[src/rtl/pipe_stage_skid_reg.sv]
// Inter-stage pipeline register with a valid/ready handshake and an optional skid entry.
// With SKID=1 the upstream ready comes from registers only, so a downstream stall does not
// ripple combinationally into the previous stage. Flush empties the stage and presents NOP
// while keeping the last PC. Saturating stall/flush counters feed performance monitoring.
module pipe_stage_skid_reg #(
  parameter int                  INSTR_W   = 32,
  parameter int                  PC_W      = 32,
  parameter logic [INSTR_W-1:0]  NOP_INSTR = {INSTR_W{1'b0}},
  parameter int                  SKID      = 1,
  parameter int                  CNT_W     = 16
) (
  input  logic               clk,
  input  logic               n_reset,
  input  logic               in_valid,
  input  logic [INSTR_W-1:0] in_instr,
  input  logic [PC_W-1:0]    in_pc,
  output logic               in_ready,
  output logic               out_valid,
  output logic [INSTR_W-1:0] out_instr,
  output logic [PC_W-1:0]    out_pc,
  input  logic               out_ready,
  input  logic               flush,
  output logic [CNT_W-1:0]   stall_cnt,
  output logic [CNT_W-1:0]   flush_cnt
);

  typedef enum logic [1:0] {
    ST_EMPTY = 2'd0,
    ST_ONE   = 2'd1,
    ST_FULL  = 2'd2
  } state_t;

  localparam logic [CNT_W-1:0] CNT_ONE = {{(CNT_W-1){1'b0}}, 1'b1};
  localparam logic [CNT_W-1:0] CNT_MAX = {CNT_W{1'b1}};

  state_t               state_q;
  logic [INSTR_W-1:0]   main_instr_q;
  logic [PC_W-1:0]      main_pc_q;
  logic [INSTR_W-1:0]   skid_instr_q;
  logic [PC_W-1:0]      skid_pc_q;
  logic [CNT_W-1:0]     stall_cnt_q;
  logic [CNT_W-1:0]     flush_cnt_q;
  logic [CNT_W-1:0]     stall_cnt_d;
  logic [CNT_W-1:0]     flush_cnt_d;
  logic                 acc;
  logic                 take;

  assign out_valid = (state_q != ST_EMPTY);
  assign out_instr = main_instr_q;
  assign out_pc    = main_pc_q;
  assign stall_cnt = stall_cnt_q;
  assign flush_cnt = flush_cnt_q;

  assign acc  = in_valid & in_ready;
  assign take = out_valid & out_ready;

  // Upstream ready: register-only with a skid entry, pass-through of downstream ready without.
  generate
    if (SKID != 0) begin : g_skid_ready
      assign in_ready = n_reset & (state_q != ST_FULL);
    end else begin : g_flow_ready
      assign in_ready = n_reset & (~out_valid | out_ready);
    end
  endgenerate

  // Saturating next values for the perf counters; a flush only counts if it kills something.
  always_comb begin
    stall_cnt_d = stall_cnt_q;
    flush_cnt_d = flush_cnt_q;
    if (out_valid && !out_ready && (stall_cnt_q != CNT_MAX)) begin
      stall_cnt_d = stall_cnt_q + CNT_ONE;
    end else begin
      stall_cnt_d = stall_cnt_q;
    end
    if (flush && (state_q != ST_EMPTY) && (flush_cnt_q != CNT_MAX)) begin
      flush_cnt_d = flush_cnt_q + CNT_ONE;
    end else begin
      flush_cnt_d = flush_cnt_q;
    end
  end

  // Stage FSM and entry storage; flush beats every transfer, reset beats flush.
  always_ff @(posedge clk) begin
    if (!n_reset) begin
      state_q      <= ST_EMPTY;
      main_instr_q <= NOP_INSTR;
      main_pc_q    <= {PC_W{1'b0}};
      skid_instr_q <= NOP_INSTR;
      skid_pc_q    <= {PC_W{1'b0}};
      stall_cnt_q  <= {CNT_W{1'b0}};
      flush_cnt_q  <= {CNT_W{1'b0}};
    end else begin
      stall_cnt_q <= stall_cnt_d;
      flush_cnt_q <= flush_cnt_d;
      if (flush) begin
        // Any same-cycle accept is dropped; PC is kept for debug visibility.
        state_q      <= ST_EMPTY;
        main_instr_q <= NOP_INSTR;
      end else begin
        case (state_q)
          ST_EMPTY: begin
            if (acc) begin
              state_q      <= ST_ONE;
              main_instr_q <= in_instr;
              main_pc_q    <= in_pc;
            end
          end
          ST_ONE: begin
            if (acc && take) begin
              main_instr_q <= in_instr;
              main_pc_q    <= in_pc;
            end else if (acc) begin
              // Downstream stalled: park the new entry behind the main one.
              state_q      <= ST_FULL;
              skid_instr_q <= in_instr;
              skid_pc_q    <= in_pc;
            end else if (take) begin
              state_q      <= ST_EMPTY;
              main_instr_q <= NOP_INSTR;
            end
          end
          ST_FULL: begin
            // in_ready is low here, so the skid entry is always the next to move up.
            if (take) begin
              state_q      <= ST_ONE;
              main_instr_q <= skid_instr_q;
              main_pc_q    <= skid_pc_q;
            end
          end
          default: begin
            state_q      <= ST_EMPTY;
            main_instr_q <= NOP_INSTR;
          end
        endcase
      end
    end
  end

endmodule
[config.mk]
export PLATFORM = sky130hd
export DESIGN_NAME = pipe_stage_skid_reg
export DESIGN_NICKNAME = d
export VERILOG_FILES = /design/src/rtl/pipe_stage_skid_reg.sv
export SDC_FILE = /design/constraint.sdc
export NUM_CORES = 1
export LEC_CHECK = 0
export ABC_AREA = 1
export ABC_CLOCK_PERIOD_IN_PS = 3350
export CAP_MARGIN = 15
export CORE_UTILIZATION = 25
export CTS_CLUSTER_DIAMETER = 40
export DETAILED_ROUTE_END_ITERATION = 8
export PLACE_DENSITY_LB_ADDON = 0.15
export SLEW_MARGIN = 20
export SYNTH_ARGS = -nofsm -noshare
export SYNTH_HDL_FRONTEND = slang
export SYNTH_SLANG_ARGS = --single-unit
[constraint.sdc]
create_clock -name clk -period 3.35 [get_ports clk]
set_clock_uncertainty 0.1 [all_clocks]
set_input_delay 1.005 -clock clk [delete_from_list [all_inputs] [get_ports clk]]
set_output_delay 1.005 -clock clk [all_outputs]
set_load 0.05 [all_outputs]
-- Yosys cells after proc, flatten, opt, wreduce, memory -nomap -nowiden
Index checks and enable logic that the tools add are counted.
- word-level logic and storage cells: 57
- register bits: 162
- output and inout port bits: 98
- reduce and logical (&&, ||, !) cells: 14
- eq/ne operators: 12
- bitwise logic cells: 6
- add/subtract/negate cells: 2
- muxes and demuxes: 16
- operator list (operator ; number):
    two-way mux 32 bit ; 8
    case mux 32 bit (3 select lines) ; 2
    adder 16 x 1 -> 16 bit, second input constant ; 2
    != test 16 bit, second input constant ; 2
    AND reduction 4 bit ; 3
    two-way mux 2 bit ; 5
    != test 2 bit, second input constant ; 5
    != test 3 bit, second input constant ; 3
    case mux 2 bit (3 select lines) ; 1
    logical AND 1 bit ; 5
    AND reduction 5 bit ; 1
    AND 1 bit ; 3
    inverter 1 bit ; 3
    nonzero test 3 bit ; 1
    equality test 2 x 1 -> 1 bit, second input constant ; 1
    equality test 2 bit, second input constant ; 1
    logical NOT 2 bit ; 1
    nonzero test 2 bit ; 1
    OR reduction 2 bit ; 1
    logical NOT 1 bit ; 1

-- Longest topological paths before layout
Gate-level depths: netlist (run 1).
- depth after elaboration: 6
- mapped depth: 10

-- Worst setup path after synthesis (run 1)
No wires, ideal clock.
- kind: input -> output
- start: input port n_reset
- end: output port in_ready
- slack: 13 ps
- arrival: 2232 ps
- required time: 2245 ps
- stages: 4
- cell sequence: clkbuf_2 > clkinv_1 > clkbuf_1 > nor2_1
- word-level cells in the longest chain between the ends: 1
- ends and longest elaborated chain (item ; line ; source):
    start, declared ; 13 ; input logic n_reset,
    AND 1 bit ; 60 ; assign in_ready = n_reset & (state_q != ST_FULL);
    end, declared ; 17 ; output logic in_ready,
No other way between the ends.

-- Final worst setup path (run 1)
- start: register state_q[0]
- end: output port out_valid
- word-level cells in the longest chain between the ends: 1
- ends and longest elaborated chain (item ; line ; source):
    start, declared ; 36 ; state_t state_q;
    start signal, assigned ; 85 ; state_q <= ST_EMPTY;
    start signal, assigned ; 97 ; state_q <= ST_EMPTY;
    start signal, assigned ; 103 ; state_q <= ST_ONE;
    nonzero test 2 bit ; 48 ; assign out_valid = (state_q != ST_EMPTY);
    end, declared ; 18 ; output logic out_valid,
No other way between the ends.

==> impl_metrics.toml, run 1 <==
[run_status]
status = "finished clean"

[pwr]
p_sw_w = 0.00129
clkPwrFrac = 0.434
p_comb_frac = 0.126
ir_drop_mv = 0.248
p_sw_frac = 0.285
p_leak_nw = 3.91
p_int_w = 0.00324
cellPowerDensity_nw_per_um2 = 452
p_seq_frac = 0.441

[routing]
drtPass1Iterations = 4
viasPerCell = 4.30
num_vias = 7246
wl_um = 22000
drc_errors = 0
postRouteAntennaNets = 0
post_drt_wl_per_cell_um = 13.0
dr.first_iter.drc_count = 425

[sta]
setup_violations = 0
fmax_mhz = 329
finalHoldViolCount = 0
finalSetupTns_ns = 0
relSlewSlack = 0.335
slew_viol_final = 0
period_minus_slack_ns = 3.04
post-route-period-util = 0.908
worstMarginPinSlew_ns = 0.998
rsz0062_at_grt = "no"

[worst_hold_path]
min_from = "skid_pc_q[19]"
hold_depth = 2
hold_path.class = "reg -> reg"

[clocking]
clk_latency_ns = 0.42
cts_max_level = 4
postCtsSetupBuffers = 0
cts_tree = "built"
ctsHoldBuffers = 0
cts_resized = 0
clock-sinks = 162
clockBufferDepth = 2
cts_root_buf = "clkbuf_16"
cts-buffers-inserted = 17
clkTransAtPathRegs_ns = 0.07

[floorplanning]
die_h_um = 174
die_width_um = 174
num_rows = 62
die_area_um2 = 30400
ios = 167
core_um2 = 28900
start_util = 0.256

[finish]
layout_commonest_cell = "nand2_1"
utilization = 0.347
areaGrowthSynthToFinish_pct = 35.3
fin_nets = 1358
drive_above_1_share = 0.0500
final_cell_mix = "nand2_1, nor2_1, clkdlybuf4s50_1"

[grt]
antenna_found_initial = 3
grt_overflow = 0
grt_pass1_vias = 6799
grtUsageTotal = 0.149
grt_pass1_wl_um = 36100
grt_max_degree = 99

[synthesis]
netlist_area_um2 = 7420
avgSynthCellArea_um2 = 6.48
synth_enable_flop_cells = 0
syn-instance-count = 1144
ys_seq_elements = 162
ys_seq_area_frac = 0.437
synth-main-ff-cell = "dfxtp_1"
synth.distinct_cells = 30
syn_nets = 1215
async_flop_share = 0
ys_warn_count = 0

[worst_setup_path]
crit_slowest_cell = "clkdlybuf4s50_1"
worst-path-stages = 3
timing.rr.start = "stall_cnt[0]"
cp_data_required_time_ns = 2.24
rr_worst_depth = 7
path_max_fanout = 6
path_cells = "nor2_2 -> inv_1 -> clkdlybuf4s50_1"
critPathTopFamily = "buffers and inverters"
slowest_delay_ns = 0.84
critPathCaptureType = "output port"
cp_num_buf_inv = 2
crit_arrival_ns = 1.94
cp-startpoint = "state_q[0]"
startpoint_type = "register"
path_class = "reg -> out"

[placement]
dp_hpwl_um = 14500
gp_congestion = 0.781
placement.io_buffers = 166

[job]
maxCapViolCount = 0
## power by group through the flow
stage               clock network, W  logic (W)  registers [W]
finish                       0.00197   0.000569        0.00200
global route                 0.00213   0.000626        0.00200
floorplan                          0   0.000209        0.00217
global placement                   0   0.000576        0.00204
detailed placement                 0   0.000577        0.00204
CTS                          0.00204   0.000578        0.00200
## sequential cells by signal (all words and copies together), names as in the netlist
register      flops
state_q           2
out_instr        32
stall_cnt        16
skid_instr_q     32
out_pc           32
skid_pc_q        32
flush_cnt        16
## area by class of cell
cell class | count | area [µm²]
fillers | 3165 | 18900
repair buffers | 183 | 1830
inverters | 95 | 357
clock inverters | 14 | 145
clock buffers | 18 | 429
diodes | 1 | 2.50
multi-input cells | 828 | 3540
well taps | 384 | 480
flip-flops and latches | 162 | 3240
## worst register-to-register path, cell delays in order, from the launching register on
cell	delay [ns]
dfxtp_1	0.44
ha_1	0.28
inv_1	0.06
nor2_1	0.31
nand2_1	0.18
o21ai_2	0.51
nand2_1	0.10
a21oi_1	0.16
## final timing paths
path	endpoint	slack, ns
worst min-delay path	skid_pc_q[19]	0.35
worst max register to register	stall_cnt[12]	1.16
worst max-delay path	out_valid	0.31
worst min register to register	skid_pc_q[19]	0.35
## cell families after synthesis
family          share of synthesized area
simple gates                        0.331
compound gates                      0.131
flops                               0.437
buf+inv                            0.0865
xor+xnor                           0.0106
fa+ha+maj                         0.00337
## per-stage QoR
step	hold slack, ns	worst slack [ns]	total power (W)	cell area [µm²]	std cells
after floorplan	0.325	0.0127	0.00238	7420	1144
after global placement	0.334	0.520	0.00262	9460	1652
after detailed placement	0.339	0.529	0.00262	9460	1652
after CTS	0.350	0.263	0.00462	10000	1684
after global routing	0.365	0.206	0.00475	10000	1684
final	0.347	0.310	0.00453	10000	1685
## layer usage
| metal | wire length, µm | vias up | share of wire | global-route usage |
|---|---|---|---|---|
| met3 | 993 | 13 | 0.045 | 0.0308 |
| met5 | 31 | - | 0.0014 | 0 |
| met4 | 198 | 4 | 0.0090 | 0.0406 |
| met1 | 10900 | 3241 | 0.50 | 0.202 |
| met2 | 9830 | 125 | 0.45 | 0.239 |
| li1 | - | 3863 | - | - |
## cells in the mapped netlist, types with 2 or more instances
cell type | number | area [µm²]
a21oi_1 | 84 | 420
buf_1 | 8 | 30.0
buf_2 | 20 | 100
buf_4 | 7 | 52.6
clkbuf_1 | 19 | 71.3
clkbuf_2 | 4 | 20.0
dfxtp_1 | 162 | 3240
ha_1 | 2 | 25.0
inv_1 | 89 | 334
inv_2 | 5 | 18.8
nand2_1 | 389 | 1460
nand2_2 | 2 | 12.5
nand3_1 | 26 | 130
nand3_2 | 2 | 20.0
nand3b_1 | 3 | 22.5
nand4_1 | 11 | 68.8
nor2_1 | 189 | 709
nor3_1 | 3 | 15.0
o21ai_0 | 100 | 500
o21ai_2 | 2 | 17.5
xnor2_1 | 3 | 26.3
xor2_1 | 6 | 52.6
(Power assumes the default switching activity.)
==> run 2, diff against run 1 <==
Settings changed: ABC_AREA 1 to 0, CTS_CLUSTER_DIAMETER 40 to unset.
==> run 2 against run 1 <==
Compared with the run above: hold slack gained 0.0025 ns; synthesized area is 0.67% lower; register-to-register slack worse by 0.11 ns; die area shrank 0.66%; setup slack worse by 0.076 ns; non-clock buffer count grew 5; first-iteration DRC count is 5.2% lower; power is 2.6% higher.
==> impl_metrics.toml, run 2 <==
[placement]
placement.io_buffers = 166
pre_cts_ws_ns = 0.193
gp_congestion = 0.739
dp_hpwl_um = 13900

[synthesis]
ys_seq_elements = 162
ys_seq_area_frac = 0.440
netlist_area_um2 = 7370
yosysTopAreaCell = "dfxtp_1"
synth-main-ff-cell = "dfxtp_1"
yosysMostFrequentCell = "nand2_1"
async_flop_share = 0
ys_warn_count = 0
syn_nets = 1042
syn-instance-count = 971
avgSynthCellArea_um2 = 7.59
synth_enable_flop_cells = 0
ys_top_cells_by_area = "dfxtp_1, a21oi_1, nand2_1, o21ai_0, a211o_1"
synth_top_area_share = 0.440
synth.distinct_cells = 50
synth_common_cells = "nand2_1, a21oi_1, dfxtp_1"

[worst_hold_path]
hold_path.class = "reg -> reg"
hold_depth = 2

[worst_setup_path]
path_max_fanout = 3
startpoint_type = "primary input"
crit_arrival_ns = 2.01
cp_data_required_time_ns = 2.24
rr_worst_depth = 5
path_class = "in -> out"
critPathCaptureType = "output port"

[floorplanning]
start_util = 0.255
die_width_um = 174
core_um2 = 28900
die_area_um2 = 30200
die_h_um = 174
num_rows = 62
ios = 167

[sta]
finalHoldViolCount = 0
slew_viol_final = 0
worstMarginPinSlew_ns = 1.08
rsz0062_at_grt = "no"
fmax_mhz = 321
post-route-period-util = 0.930
finalSetupTns_ns = 0
period_minus_slack_ns = 3.12
setup_slack_ns = 0.234
relSlewSlack = 0.272
setup_violations = 0
hold_slack_ns = 0.350

[routing]
drc_errors = 0
viasPerCell = 4.74
dr.first_iter.drc_count = 403
postRouteAntennaNets = 0
drtPass1Iterations = 6
post_drt_wl_per_cell_um = 15.8
num_vias = 7065
wl_um = 23500

[grt]
grt_overflow = 0
grt_max_degree = 122
grt_pass1_vias = 6672
antenna_found_initial = 2
grtUsageTotal = 0.155
grt_pass1_wl_um = 37300

[clocking]
clockBufferDepth = 2
postCtsSetupBuffers = 0
cts_tree = "built"
ctsHoldBuffers = 0
clkTransAtPathRegs_ns = 0.07
clock-sinks = 162
cts_resized = 0
cts_max_level = 4
cts-buffers-inserted = 17
cts_root_buf = "clkbuf_16"
clk_latency_ns = 0.43

[finish]
layout_commonest_cell = "nand2_1"
areaGrowthSynthToFinish_pct = 37.2
fin_nets = 1165
final_cell_mix = "nand2_1, a21oi_1, clkdlybuf4s50_1"
drive_above_1_share = 0.0641

[pwr]
p_int_w = 0.00342
p_seq_frac = 0.425
cellPowerDensity_nw_per_um2 = 460
p_sw_frac = 0.264
p_sw_w = 0.00123
p_leak_nw = 3.28
total_power_w = 0.00465
clkPwrFrac = 0.469
ir_drop_mv = 0.218
p_comb_frac = 0.106

[job]
maxCapViolCount = 0

[run_status]
status = "finished clean"
run 2: cell types whose count changed after synthesis, moves of 11 or more:
| cell | change |
|---|---|
| a211o_1 | +32 |
| a21oi_1 | +101 |
| and2_1 | +33 |
| buf_2 | -11 |
| clkbuf_1 | +43 |
| inv_1 | -82 |
| nand2_1 | -151 |
| nand2b_1 | +38 |
| nand3_1 | -14 |
| nor2_1 | -183 |
| o21ai_0 | -40 |
| o21ai_1 | +11 |
| o31ai_1 | +19 |
| or4_1 | +16 |
run 2: layout make-up:
cell class | count | area, µm²
Antenna cell | 1 | 2.50
Tap cell | 384 | 480
Clock inverter | 15 | 215
Inverter | 8 | 32.5
Sequential cell | 162 | 3240
Timing Repair Buffer | 188 | 1930
Multi-Input combinational cell | 717 | 3780
Fill cell | 3077 | 18800
Clock buffer | 17 | 425
run 2: routing by layer:
layer / GRT usage / share of wire / vias up
li1: - / - / 3606
met1: 0.207 / 0.48 / 3276
met2: 0.247 / 0.45 / 173
met3: 0.0379 / 0.059 / 10
met4: 0.0413 / 0.0089 / 0
met5: 0 / 0 / -
run 2: power groups by stage:
| stage | clock [W] | sequential [W] | combinational (W) |
|---|---|---|---|
| detailed placement | 0 | 0.00202 | 0.000498 |
| global route | 0.00233 | 0.00198 | 0.000532 |
| CTS | 0.00226 | 0.00198 | 0.000500 |
| global placement | 0 | 0.00202 | 0.000498 |
| finish | 0.00218 | 0.00198 | 0.000493 |
| floorplan | 0 | 0.00210 | 0.000178 |
run 2: cell families after synthesis:
kind of cell	count (synthesis)	share of synthesized area
flops	162	0.440
fa+ha+maj	2	0.00340
simple gates	387	0.249
mux	5	0.00679
buf+inv	92	0.0508
compound gates	323	0.249
run 2: path summary, 6_finish.rpt:
kind	start	to	slack, ns
max	n_reset	in_ready	0.23
min	skid_instr_q[4]	skid_instr_q[4]	0.35
max reg2reg	flush_cnt[0]	flush_cnt[9]	1.05
min reg2reg	skid_instr_q[4]	skid_instr_q[4]	0.35
run 2: through the flow:
stage          utilization  std cells  area, µm²
2_1_floorplan            -        971       7370
3_3_place_gp         0.328       1459       9460
3_5_place_dp         0.328       1459       9460
4_1_cts              0.350       1491      10100
5_1_grt              0.350       1491      10100
6_report             0.350       1492      10100
run 2: critical path, cell delays in order:
cell and delay (ns):
clkdlybuf4s50_1 0.62, inv_4 0.07, nor2_2 0.15, buf_12 0.15
==> run 3, diff against run 2 <==
Settings changed: ABC_CLOCK_PERIOD_IN_PS 3350 to 3400, CTS_BUF_LIST set to sky130_fd_sc_hd__clkbuf_8.
Clock period 3.35 ns to 3.4 ns, I/O delays scaled along.
==> run 3 against run 2 <==
Compared with the run above: via count decreased by 0.23%; clock power shrank 39%; largest cell class unchanged; cell area down 3.2%; final cell count barely moved; critical path depth unchanged; non-clock buffer count is the same; clock-buffer cell count stayed put; first-iteration DRC count is 9.9% lower; utilization decreased by 1.1 points.
==> impl_metrics.toml, run 3 (synthesis gave the netlist of run 2 again) <==
[finish]
utilization = 0.339
regArea_um2 = 3240
drive_above_1_share = 0.0642
areaGrowthSynthToFinish_pct = 32.8
fill_cells = 3147
final_cell_mix = "nand2_1, a21oi_1, clkdlybuf4s50_1"
fin_nets = 1165
multi_input_area_um2 = 3780
layout_commonest_cell = "nand2_1"

[worst_setup_path]
critPathTopFamily = "buffers and inverters"
crit_slowest_cell = "clkdlybuf4s50_1"
cp_data_required_time_ns = 2.28
slowest_delay_ns = 0.54
path_cells = "clkdlybuf4s50_1 -> inv_4 -> nor2_2 -> buf_12"
startpoint_type = "primary input"
crit_arrival_ns = 1.94
path_class = "in -> out"
path_max_fanout = 2
cp_num_buf_inv = 3
critPathCaptureType = "output port"

[placement]
dp_hpwl_um = 14100
placement.io_buffers = 166
gp_congestion = 0.748

[floorplanning]
die_h_um = 174
ios = 167
start_util = 0.255
num_rows = 62
core_um2 = 28900
die_area_um2 = 30200
die_width_um = 174

[grt]
grt_pass1_wl_um = 37100
grt_pass1_vias = 6558
antenna_found_initial = 1
grt_overflow = 0
grt_max_degree = 122
grtUsageTotal = 0.154

[clocking]
clk_latency_ns = 0.45
ctsHoldBuffers = 0
cts_root_buf = "clkbuf_8"
cts_tree = "built"
clock-sinks = 162
clkTransAtPathRegs_ns = 0.09
cts-buffers-inserted = 17
postCtsSetupBuffers = 0
cts_resized = 0
clockBufferDepth = 2
cts_max_level = 4

[sta]
setup_violations = 0
slew_viol_final = 0
finalSetupTns_ns = 0
finalHoldViolCount = 0
worstMarginPinSlew_ns = 0.757
post-route-period-util = 0.900
fmax_mhz = 327
relSlewSlack = 0.496
period_minus_slack_ns = 3.06
hold_slack_ns = 0.354
rsz0062_at_grt = "no"

[routing]
num_vias = 7049
dr.first_iter.drc_count = 363
viasPerCell = 4.73
drc_errors = 0
postRouteAntennaNets = 0
drtPass1Iterations = 4
post_drt_wl_per_cell_um = 15.7
wl_um = 23400

[pwr]
ir_drop_mv = 0.160
total_power_w = 0.00376
cellPowerDensity_nw_per_um2 = 384
p_leak_nw = 3.13

[worst_hold_path]
hold_path.class = "reg -> reg"

[job]
maxCapViolCount = 0

[run_status]
status = "finished clean"
==> run 3: tightest hold or removal path, stage by stage (launching register included) <==
cell and delay [ns]:
dfxtp_1 0.31, nand2_1 0.05, a21oi_1 0.05
==> run 3: routing by layer <==
| layer | GRT usage | routed length, µm | vias up |
|---|---|---|---|
| met4 | 0.0376 | 227 | 0 |
| met1 | 0.209 | 11300 | 3278 |
| met3 | 0.0399 | 1150 | 14 |
| met5 | 0 | 0 | - |
| met2 | 0.241 | 10700 | 155 |
| li1 | - | - | 3602 |
==> run 3: final timing paths <==
kind                    startpoint               end  slack (ns)  cells past startpoint
setup / recovery           n_reset          in_ready        0.34                      4
hold / removal    skid_instr_q[13]  skid_instr_q[13]        0.35                      2
setup reg to reg        state_q[1]     flush_cnt[13]        0.96                      4
hold reg to reg   skid_instr_q[13]  skid_instr_q[13]        0.35                      2
==> run 3: through the flow <==
step                      setup slack, ns  cells  cell area, µm²
after floorplan                     0.156    971            7370
after global placement              0.249   1459            9430
after detailed placement            0.237   1459            9430
after CTS                           0.316   1490            9780
after global routing                0.297   1490            9780
final                               0.340   1491            9790
==> run 3: area by class of cell <==
class,instances,share of cell area
multi-input cells,717,0.386
flip-flops and latches,162,0.332
repair buffers,188,0.193
well taps,384,0.0491
clock buffers,17,0.0239
clock inverters,14,0.0121
inverters,8,0.00332
diodes,1,0.000256
==> run 3: report_power, final <==
group          total [W]  internal, W  switching [W]
Sequential       0.00195      0.00193      0.0000206
Combinational   0.000480     0.000187       0.000293
Clock            0.00133     0.000525       0.000809
Total            0.00376      0.00264        0.00112
